==> src/rtl/ps2_pkg.sv <==
// Shared definitions for the PS/2 keyboard transmitter:
// FSM state codes, frame constants and the parity helper.
package ps2_pkg;

  localparam int   FRAME_BITS   = 11;
  localparam logic PS2_IDLE_LVL = 1'b1;

  typedef logic [1:0] ps2_state_t;

  localparam ps2_state_t S_IDLE    = 2'd0;
  localparam ps2_state_t S_SEND    = 2'd1;
  localparam ps2_state_t S_GAP     = 2'd2;
  localparam ps2_state_t S_INHIBIT = 2'd3;

  function automatic logic odd_parity(input logic [7:0] d);
    return ~^d;
  endfunction

endpackage

==> src/rtl/ps2_kbd_tx_if.sv <==
// Scancode byte stream into the PS/2 transmitter:
// valid/ready handshake, producer is master.
interface ps2_kbd_tx_if;
  logic [7:0] in_data;
  logic       in_valid;
  logic       in_ready;

  modport master (
    output in_data,
    output in_valid,
    input  in_ready
  );

  modport slave (
    input  in_data,
    input  in_valid,
    output in_ready
  );
endinterface

==> src/rtl/ps2_tx_fifo.sv <==
// Scancode queue: head is peeked while a frame is sent
// and popped only when the frame completes.
module ps2_tx_fifo #(
  parameter int DEPTH = 8
) (
  input  logic       clk,
  input  logic       clrn,
  input  logic       push,
  input  logic [7:0] wdata,
  input  logic       pop,
  output logic       full,
  output logic       empty,
  output logic [7:0] head
);

  localparam int AW = $clog2(DEPTH);
  localparam int CW = AW + 1;

  logic [7:0]    r_mem [DEPTH];
  logic [AW-1:0] r_wr;
  logic [AW-1:0] r_rd;
  logic [CW-1:0] r_cnt;
  logic          w_push;
  logic          w_pop;

  assign full   = (r_cnt == CW'(DEPTH));
  assign empty  = (r_cnt == '0);
  assign head   = r_mem[r_rd];
  // A full queue refuses writes even if it drains this cycle.
  assign w_push = push && !full;
  assign w_pop  = pop && !empty;

  always_ff @(posedge clk) begin
    if (w_push) r_mem[r_wr] <= wdata;
  end

  always_ff @(posedge clk or negedge clrn) begin
    if (!clrn) begin
      r_wr  <= '0;
      r_rd  <= '0;
      r_cnt <= '0;
    end else begin
      if (w_push) r_wr <= r_wr + AW'(1);
      if (w_pop)  r_rd <= r_rd + AW'(1);
      r_cnt <= r_cnt + CW'(w_push) - CW'(w_pop);
    end
  end

endmodule

==> src/rtl/ps2_kbd_tx.sv <==
// Device-side PS/2 keyboard transmitter, 11-bit frames.
// Optional PS2_TX_PARITY_INJ_EN adds err_inject parity flip.
module ps2_kbd_tx
  import ps2_pkg::*;
#(
  parameter int CLK_DIV    = 50,
  parameter int FIFO_DEPTH = 8,
  parameter int IDLE_GAP   = 2
) (
  input  logic        clk,
  input  logic        clrn,
  ps2_kbd_tx_if.slave s_if,
  input  logic        host_inhibit,
`ifdef PS2_TX_PARITY_INJ_EN
  input  logic        err_inject,
`endif
  output logic        ps2_clk,
  output logic        ps2_data,
  output logic        busy
);

  localparam int GAP_CYC = IDLE_GAP * 2 * CLK_DIV;
  localparam int CW      = $clog2(CLK_DIV);
  localparam int GW      = $clog2(GAP_CYC);

  localparam logic [3:0]    LAST_BIT = 4'(FRAME_BITS - 1);
  localparam logic [3:0]    PAR_BIT  = 4'(FRAME_BITS - 2);
  localparam logic [CW-1:0] CNT_LAST = CW'(CLK_DIV - 1);
  // GAP is one short: the IDLE cycle completes the high time.
  localparam logic [GW-1:0] GAP_LAST = GW'(GAP_CYC - 2);

  ps2_state_t    r_state;
  logic [3:0]    r_bit;
  logic          r_hi;
  logic [CW-1:0] r_cnt;
  logic [GW-1:0] r_gap;
  logic          r_inj;
  logic          r_ps2_clk;
  logic          r_ps2_data;
  logic          r_busy;

  logic          w_full;
  logic          w_empty;
  logic [7:0]    w_head;
  logic          w_pop;
  logic          w_last;
  logic          w_abort;
  logic          w_start;
  logic          w_drive;
  logic          w_bit;
  logic [2:0]    w_idx;
  logic          w_inj;

  ps2_tx_fifo #(
    .DEPTH (FIFO_DEPTH)
  ) u_fifo (
    .clk   (clk),
    .clrn  (clrn),
    .push  (s_if.in_valid),
    .wdata (s_if.in_data),
    .pop   (w_pop),
    .full  (w_full),
    .empty (w_empty),
    .head  (w_head)
  );

  assign s_if.in_ready = !w_full;
  assign ps2_clk       = r_ps2_clk;
  assign ps2_data      = r_ps2_data;
  assign busy          = r_busy;

`ifdef PS2_TX_PARITY_INJ_EN
  assign w_inj = err_inject;
`else
  assign w_inj = 1'b0;
`endif

  assign w_last  = (r_cnt == CNT_LAST);
  assign w_abort = (r_state == S_SEND) && (r_bit <= PAR_BIT)
                && host_inhibit;
  assign w_start = (r_state == S_IDLE) && !w_empty
                && !host_inhibit;
  assign w_pop   = (r_state == S_SEND) && (r_bit == LAST_BIT)
                && !r_hi && w_last;
  assign w_drive = (r_state == S_SEND) && !w_abort;
  assign w_idx   = 3'(r_bit - 4'd1);

  always_comb begin
    w_bit = PS2_IDLE_LVL;
    unique case (1'b1)
      (r_bit == 4'd0):
        w_bit = 1'b0;
      (r_bit != 4'd0 && r_bit < PAR_BIT):
        w_bit = w_head[w_idx];
      (r_bit == PAR_BIT):
        w_bit = odd_parity(w_head) ^ r_inj;
      default:
        w_bit = PS2_IDLE_LVL;
    endcase
  end

  // Line registers lag the FSM by one cycle.
  always_ff @(posedge clk or negedge clrn) begin
    if (!clrn) begin
      r_state    <= S_IDLE;
      r_bit      <= '0;
      r_hi       <= 1'b1;
      r_cnt      <= '0;
      r_gap      <= '0;
      r_inj      <= 1'b0;
      r_ps2_clk  <= PS2_IDLE_LVL;
      r_ps2_data <= PS2_IDLE_LVL;
      r_busy     <= 1'b0;
    end else begin
      r_ps2_clk  <= w_drive ? r_hi : PS2_IDLE_LVL;
      r_ps2_data <= w_drive ? w_bit : PS2_IDLE_LVL;
      r_busy     <= (r_state != S_IDLE) || !w_empty;
      unique case (1'b1)
        (r_state == S_IDLE): begin
          if (w_start) begin
            r_state <= S_SEND;
            r_bit   <= '0;
            r_hi    <= 1'b1;
            r_cnt   <= '0;
            r_inj   <= w_inj;
          end
        end
        (r_state == S_SEND): begin
          if (w_abort) begin
            r_state <= S_INHIBIT;
          end else if (!w_last) begin
            r_cnt <= r_cnt + CW'(1);
          end else begin
            r_cnt <= '0;
            r_hi  <= !r_hi;
            if (!r_hi) begin
              if (r_bit == LAST_BIT) begin
                r_state <= S_GAP;
                r_gap   <= '0;
              end else begin
                r_bit <= r_bit + 4'd1;
              end
            end
          end
        end
        (r_state == S_GAP): begin
          if (r_gap == GAP_LAST) r_state <= S_IDLE;
          else                   r_gap   <= r_gap + GW'(1);
        end
        (r_state == S_INHIBIT): begin
          if (!host_inhibit) begin
            r_state <= S_GAP;
            r_gap   <= '0;
          end
        end
        default: r_state <= S_IDLE;
      endcase
    end
  end

endmodule

==> src/flat_wrapper.sv <==
// flat-port wrapper written by rule: the top's interface ports become plain ports
module ps2_kbd_tx_flat import ps2_pkg::*;
#(
  parameter int CLK_DIV    = 50,
  parameter int FIFO_DEPTH = 8,
  parameter int IDLE_GAP   = 2
)
  (clk, clrn, host_inhibit, ps2_clk, ps2_data, busy, s_if_in_data, s_if_in_valid, s_if_in_ready);
  ps2_kbd_tx_if s_if_i ();
  input  logic clk;
  input  logic clrn;
  input  logic host_inhibit;
  output logic ps2_clk;
  output logic ps2_data;
  output logic busy;
  input wire logic [$bits(s_if_i.in_data)-1:0] s_if_in_data;
  input wire logic [$bits(s_if_i.in_valid)-1:0] s_if_in_valid;
  output wire logic [$bits(s_if_i.in_ready)-1:0] s_if_in_ready;
  assign s_if_i.in_data = s_if_in_data;
  assign s_if_i.in_valid = s_if_in_valid;
  assign s_if_in_ready = s_if_i.in_ready;
  ps2_kbd_tx #(.CLK_DIV(CLK_DIV), .FIFO_DEPTH(FIFO_DEPTH), .IDLE_GAP(IDLE_GAP)) u_core (.clk(clk), .clrn(clrn), .s_if(s_if_i), .host_inhibit(host_inhibit), .ps2_clk(ps2_clk), .ps2_data(ps2_data), .busy(busy));
endmodule
==> config.mk <==
export PLATFORM = sky130hd
export DESIGN_NAME = ps2_kbd_tx_flat
export DESIGN_NICKNAME = d
export VERILOG_FILES = /design/src/rtl/ps2_pkg.sv /design/src/rtl/ps2_kbd_tx_if.sv /design/src/rtl/ps2_tx_fifo.sv /design/src/rtl/ps2_kbd_tx.sv /design/src/flat_wrapper.sv
export SDC_FILE = /design/constraint.sdc
export NUM_CORES = 1
export LEC_CHECK = 0
export CAP_MARGIN = 25
export CORE_UTILIZATION = 47
export CTS_BUF_LIST = sky130_fd_sc_hd__clkbuf_8 sky130_fd_sc_hd__clkbuf_16
export CTS_CLUSTER_DIAMETER = 80
export CTS_CLUSTER_SIZE = 16
export DETAILED_ROUTE_END_ITERATION = 8
export GPL_ROUTABILITY_DRIVEN = 0
export GPL_TIMING_DRIVEN = 0
export PLACE_DENSITY = 0.73
export SETUP_SLACK_MARGIN = 0.05
export SYNTH_ARGS = -nofsm -noshare
export SYNTH_HDL_FRONTEND = slang
export SYNTH_HIERARCHICAL = 1
export SYNTH_SLANG_ARGS = --single-unit
==> constraint.sdc <==
create_clock -name clk -period 3.2 [get_ports clk]
set_clock_uncertainty 0.05 [all_clocks]
set_input_delay 0.8 -clock clk [delete_from_list [all_inputs] [get_ports clk]]
set_output_delay 0.8 -clock clk [all_outputs]
set_load 0.03 [all_outputs]
Yosys cells after proc, flatten, opt, wreduce, memory -nomap -nowiden
Memory sizes are Yosys's and may differ from the RTL's.
Cells that the tools add are included.

storage, ports and cells
  bits in writable memories = 64
  memories kept = 1
  word-level logic and storage cells = 109
  output and inout port bits = 4
  memory bits (read-only) = 0
  latch bits = 0
  register bits after elaboration = 34

memories
  name                 words  bits a word  rd ports  clocked after Yosys merged registers in  write ports  RTL line           RTL
  u_core.u_fifo.r_mem  8      8            1         0                                        1            ps2_tx_fifo.sv:19  logic [7:0] r_mem [DEPTH];

cells by class
  reductions and logical operators = 30
  add/subtract/negate cells = 8
  magnitude comparators = 3
  divide/modulo/power cells = 0
  shifts and indexed selects = 0
  muxes and demuxes = 36
  bitwise operators = 0
  $mul = 0
  equal/unequal tests = 20

operator list
  kind                 count
  $mux 8               6
  $pmux 8 s3           1
  $mux 4               5
  $mux 6               3
  $mux 2               7
  $ne 2x2->1 const B   7
  $eq 4x4->1 const B   3
  $pmux 6 s2           1
  $reduce_and 6->1     2
  $logic_and 1x1->1    11
  $add 8x1->8 const B  1
  $eq 8x8->1 const B   1
  $logic_not 4->1      2
  $mux 1               8
  $pmux 2 s4           1
  $pmux 4 s2           1
  $reduce_xnor 8->1    1
  $reduce_and 7->1     1
  $add 3x1->3 const B  2
  $add 6x1->6 const B  1
  $eq 6x6->1 const B   1
  $logic_not 1->1      5
  $add 4x1->4          1
  $add 4x1->4 const B  1
  other kinds (21)     24

Depth between registers and ports, before layout
  word-level depth = 6
  gate-level depth with buffers = 14
  depth with buffers taken out = 14

Cells and area by module
Netlist, hierarchy kept.

by module, submodules not included
  module       sequential area each (µm²)  cells an instance  times used  area an instance (µm²)
  ps2_tx_fifo  2172.1                      150                1           3067.9
  ps2_kbd_tx   604.3                       167                1           1562.7

Worst setup path after synthesis
OpenSTA, ideal clock, no wires.

  kind = reg2reg
  start = reg u_core.r_bit[0]
  end = reg u_core.u_fifo.r_cnt[2]
  slack = 655 ps
  data required time = 3027 ps
  cell stages (with the launch flop) = 15
  arrival = 2372 ps
  library setup time = 123 ps
  path through = dfrtp_1 inv_1 ha_1 and3b_1 and4_4 inv_1 nor2_1 nand2b_1 inv_1 ha_1 inv_1 ha_1 inv_1 fa_1 xnor2_1

between the ends
  longest elaborated chain between the ends = 6

RTL lines
  element                          RTL line           RTL
  from (decl)                      ps2_kbd_tx.sv:33   logic [3:0] r_bit;
  from (signal assigned)           ps2_kbd_tx.sv:141  r_bit <= r_bit + 4'd1;
  $eq 4x4->1                       ps2_kbd_tx.sv:83   assign w_pop = (r_state == S_SEND) && (r_bit == LAST_BIT)
  $logic_and 1x1->1                ps2_kbd_tx.sv:83
  $logic_and 1x1->1 (2 in series)  ps2_kbd_tx.sv:84   && !r_hi && w_last;
  named net u_core.w_pop           ps2_kbd_tx.sv:45   logic w_pop;
  $logic_and 1x1->1                ps2_tx_fifo.sv:31  assign w_pop = pop && !empty;
  named net u_core.u_fifo.w_pop    ps2_tx_fifo.sv:24  logic w_pop;
  $sub 4x1->4                      ps2_tx_fifo.sv:45  r_cnt <= r_cnt + CW'(w_push) - CW'(w_pop);
  to (signal assigned)             ps2_tx_fifo.sv:45
  to (decl)                        ps2_tx_fifo.sv:22  logic [CW-1:0] r_cnt;

The timed path passes the listed nets, and every way through them passes these cells.
A chain may end at the register's enable or synchronous reset.

Final worst setup path
  start = reg u_core.u_fifo.r_cnt[2]
  end = out s_if_in_ready

between the ends
  longest elaborated chain between the ends = 2

RTL lines
  element                  RTL line            RTL
  $eq 4x4->1               ps2_tx_fifo.sv:26   assign full = (r_cnt == CW'(DEPTH));
  named net u_core.w_full  ps2_kbd_tx.sv:42    logic w_full;
  $logic_not 1->1          ps2_kbd_tx.sv:67    assign s_if.in_ready = !w_full;
  to (decl)                flat_wrapper.sv:18  output wire logic [$bits(s_if_i.in_ready)-1:0] s_if_in_ready;

The timed path passes the listed nets, and every way through them passes these cells.

==> results by group <==
Clocking
  • CTS Buffer Depth: 2
  • TritonCTS clock tree: built
  • Skew-Pair Late Insertion Delay: 0.35 ns
  • Inserted Clock Buffers: 9
  • Clock sink count: 98
  • Hold_buf cts: 0
  • Post-cts resize count: 0
  • Buffer count from post-CTS setup fixing: 0
  • CTS H-tree depth: 3
  • Root buf cell: clkbuf_8
  • Clk pin slew, worst setup/hold paths: ~0.1 ns

Global routing
  • Total global-route track usage: 0.168
  • Initial antenna violation count: 0
  • First-pass GRT wire length: roughly 13000 um
  • Grt ovf: 0
  • Largest net degree at the start of global routing: 35
  • Vias in the first global route: between 2k and 3k

Timing
  • Max Fclk: 332 MHz
  • Period utilization: 0.941
  • Final Worst Setup Slack: about 0.19 ns
  • Hold Worst Slack: 0.463 ns
  • Final Max Slew Viols: 0
  • Slew @ Worst Pin: just under 0.9 ns
  • Tmin final: between 3 and 4 ns
  • Final setup violation count: 0
  • RSZ-0062 raised after global routing: false
  • Slew HR: 0.417
  • Final Hold Fails: 0

Setup path
  • CP startpoint kind: flop
  • Class of the most critical setup path: reg2out
  • CP delay by family, top: buffers and inverters
  • Worst Setup SP: u_core/u_fifo/r_cnt[2]
  • CP cell instances: inv_1 -> ha_1 -> or3b_2 -> inv_1 -> inv_1 -> clkdlybuf4s50_1
  • WP data arrival: around 2.2 ns
  • Critical Path RT: ~2.4 ns
  • Crit path buf inv count: 4
  • Largest stage delay on the critical path: approximately 0.57 ns
  • Slowest CP cell: clkdlybuf4s50_1
  • CP most frequent cell: inv_1
  • Reg2reg start: u_core/r_bit[0]
  • Worst-path maximum fanout: 4
  • Kind of end point of the critical path: output port

Cells and area
  • Reg area: 0.00278 mm^2
  • Commonest cells after routing, fill and taps aside: edfxtp_1 (64), dfrtp_1 (31), o21ai_0 (20)
  • Final #Nets: between 300 and 400
  • Layout overhead on the synthesized area: 11.2%
  • Commonest non-fill, non-tap cell in the layout: edfxtp_1
  • Share of post-route cells with drive strength above 1: 0.148
  • Area taken by multi-input logic gates: 0.00172 mm^2
  • # fillers: between 700 and 800
  • Antenna diodes: 0
  • Post-route design area: around 0.0051 mm^2

Synth
  • Post-Synthesis Cells: around 320
  • Number of enable flip-flop cells after synthesis: 64
  • Avg Cell Area, Syn: about 15 um^2
  • Synth cell types: 53
  • Seq/Total Area, Yosys: 0.600
  • Synth warnings: 6
  • Post-synth ARST share: 0.347
  • Top_reg_cell synth: edfxtp_1
  • Syn Nets: 346
  • Post-synthesis cell area: between 0.004 and 0.005 mm^2
  • Yosys reg bits: 98

Placed design
  • DP Wirelength: about 5500 um
  • Place WS: between 0.2 and 0.3 ns
  • Port Buffers: 14
  • Post-placement cell area: slightly below 0.005 mm^2

Route
  • Vias/cell: around 5.5
  • ANT nets after route: 0
  • First-pass DRT Iterations: 4
  • Average wire per standard cell: ~16 um
  • Total Wirelength: between 7000 and 8000 um
  • DR vias: ~2.7k
  • Detailed-route DRC error count: 0
  • Iter 0 DRT Violations: 73

Floorplanning
  • Core Area: roughly 0.0094 mm^2
  • Die Area: roughly 0.010 mm^2
  • IO Pins: 16
  • Die Width: between 100 and 150 um
  • Die height: ~100 um
  • Num rows: 35
  • Initial Util: 0.494

Hold path
  • Hold WC Path Type: in2async

Run
  • Max Cap Violations: 0

Power
  • P_leak: 1.92 nW
  • Worst VDD drop: ~300 uV
  • PwrDens: 685 mW/mm^2

Status
  • Status: finished clean
state kept, by name, summed over array words and instances, names as in the netlist:
signal,cells
u_core/r_bit,4
u_core/u_fifo/r_wr,3
u_core/u_fifo/r_cnt,4
u_core/r_state,2
u_core/u_fifo/r_rd,3
u_core/r_cnt,6
u_core/busy,1
u_core/ps2_data,1
u_core/ps2_clk,1
u_core/u_fifo/r_mem,64
u_core/r_gap,8
u_core/r_hi,1
final timing paths:
check | endpoint | slack, ns | cells after the start
hold reg to reg | u_core/r_hi | 0.47 | 2
hold / removal | u_core/r_gap[6] | 0.46 | 1
min in group clk | u_core/r_hi | 0.47 | 2
setup / recovery | s_if_in_ready | 0.19 | 6
setup reg to reg | u_core/u_fifo/r_cnt[3] | 0.39 | 14
max in group asynchronous | u_core/r_bit[1] | 2.14 | 1
report_power, final:
group	internal, mW	switching (mW)	leakage [nW]	total, mW
clock network	0.298	0.448	0.0936	0.746
registers	1.62	0.193	1.00	1.81
logic	0.442	0.527	0.822	0.969
kinds of logic (layout without fill, tap and decap cells):
logic type | after synthesis | count (layout) | synth area share
flops | 98 | 98 | 0.600
simple gates | 77 | 77 | 0.0916
compound gates | 50 | 50 | 0.0686
mux | 31 | 31 | 0.131
buf+inv | 28 | 62 | 0.0311
fa+ha+maj | 17 | 17 | 0.0476
xor+xnor | 16 | 16 | 0.0303
synth_stat cells, types with 10 or more instances:
cell,count,area share
dfrtp_1,31,0.17
inv_1,18,0.015
a21oi_1,15,0.016
nor2_1,13,0.011
nand2b_1,10,0.014
ha_1,16,0.043
o21ai_0,20,0.022
nand2_1,15,0.012
edfxtp_1,64,0.42
mux2_2,10,0.024
xnor2_1,13,0.025
mux4_1,16,0.091
per-stage QoR:
step,util,cells,power (mW),setup TNS [ns]
2_1_floorplan,-,317,2.53,0
3_3_place_gp,0.526,460,2.74,-1.10
3_5_place_dp,0.530,465,2.81,0
4_1_cts,0.550,481,3.56,0
5_1_grt,0.549,480,3.76,0
6_report,0.549,480,3.53,0
layout make-up:
cell class | count | share of cell area
tap | 129 | 0.0314
multi-input combinational | 191 | 0.333
clock buffer | 9 | 0.0241
timing repair buffer | 19 | 0.0326
inverter | 18 | 0.0131
clock inverter | 7 | 0.0119
sequential | 98 | 0.539
buffer | 9 | 0.0141
routing by layer:
layer	up-vias	GRT usage	routed length, um
li1	1260	-	-
met1	1333	0.206	3450
met2	54	0.295	4120
met3	8	0.0283	219
met4	0	0.0736	90
met5	-	0	0
worst reg2reg max path: stages (launching register included):
cell,delay [ns]
dfrtp_1,0.48
inv_1,0.15
ha_1,0.18
and3b_1,0.16
and4_4,0.26
inv_1,0.06
nor2_1,0.16
nand2b_1,0.13
inv_1,0.08
ha_1,0.19
inv_1,0.05
ha_1,0.27
a21o_1,0.18
a21oi_1,0.16
xor2_1,0.17
No activity file was read; power rests on OpenSTA's default activity.
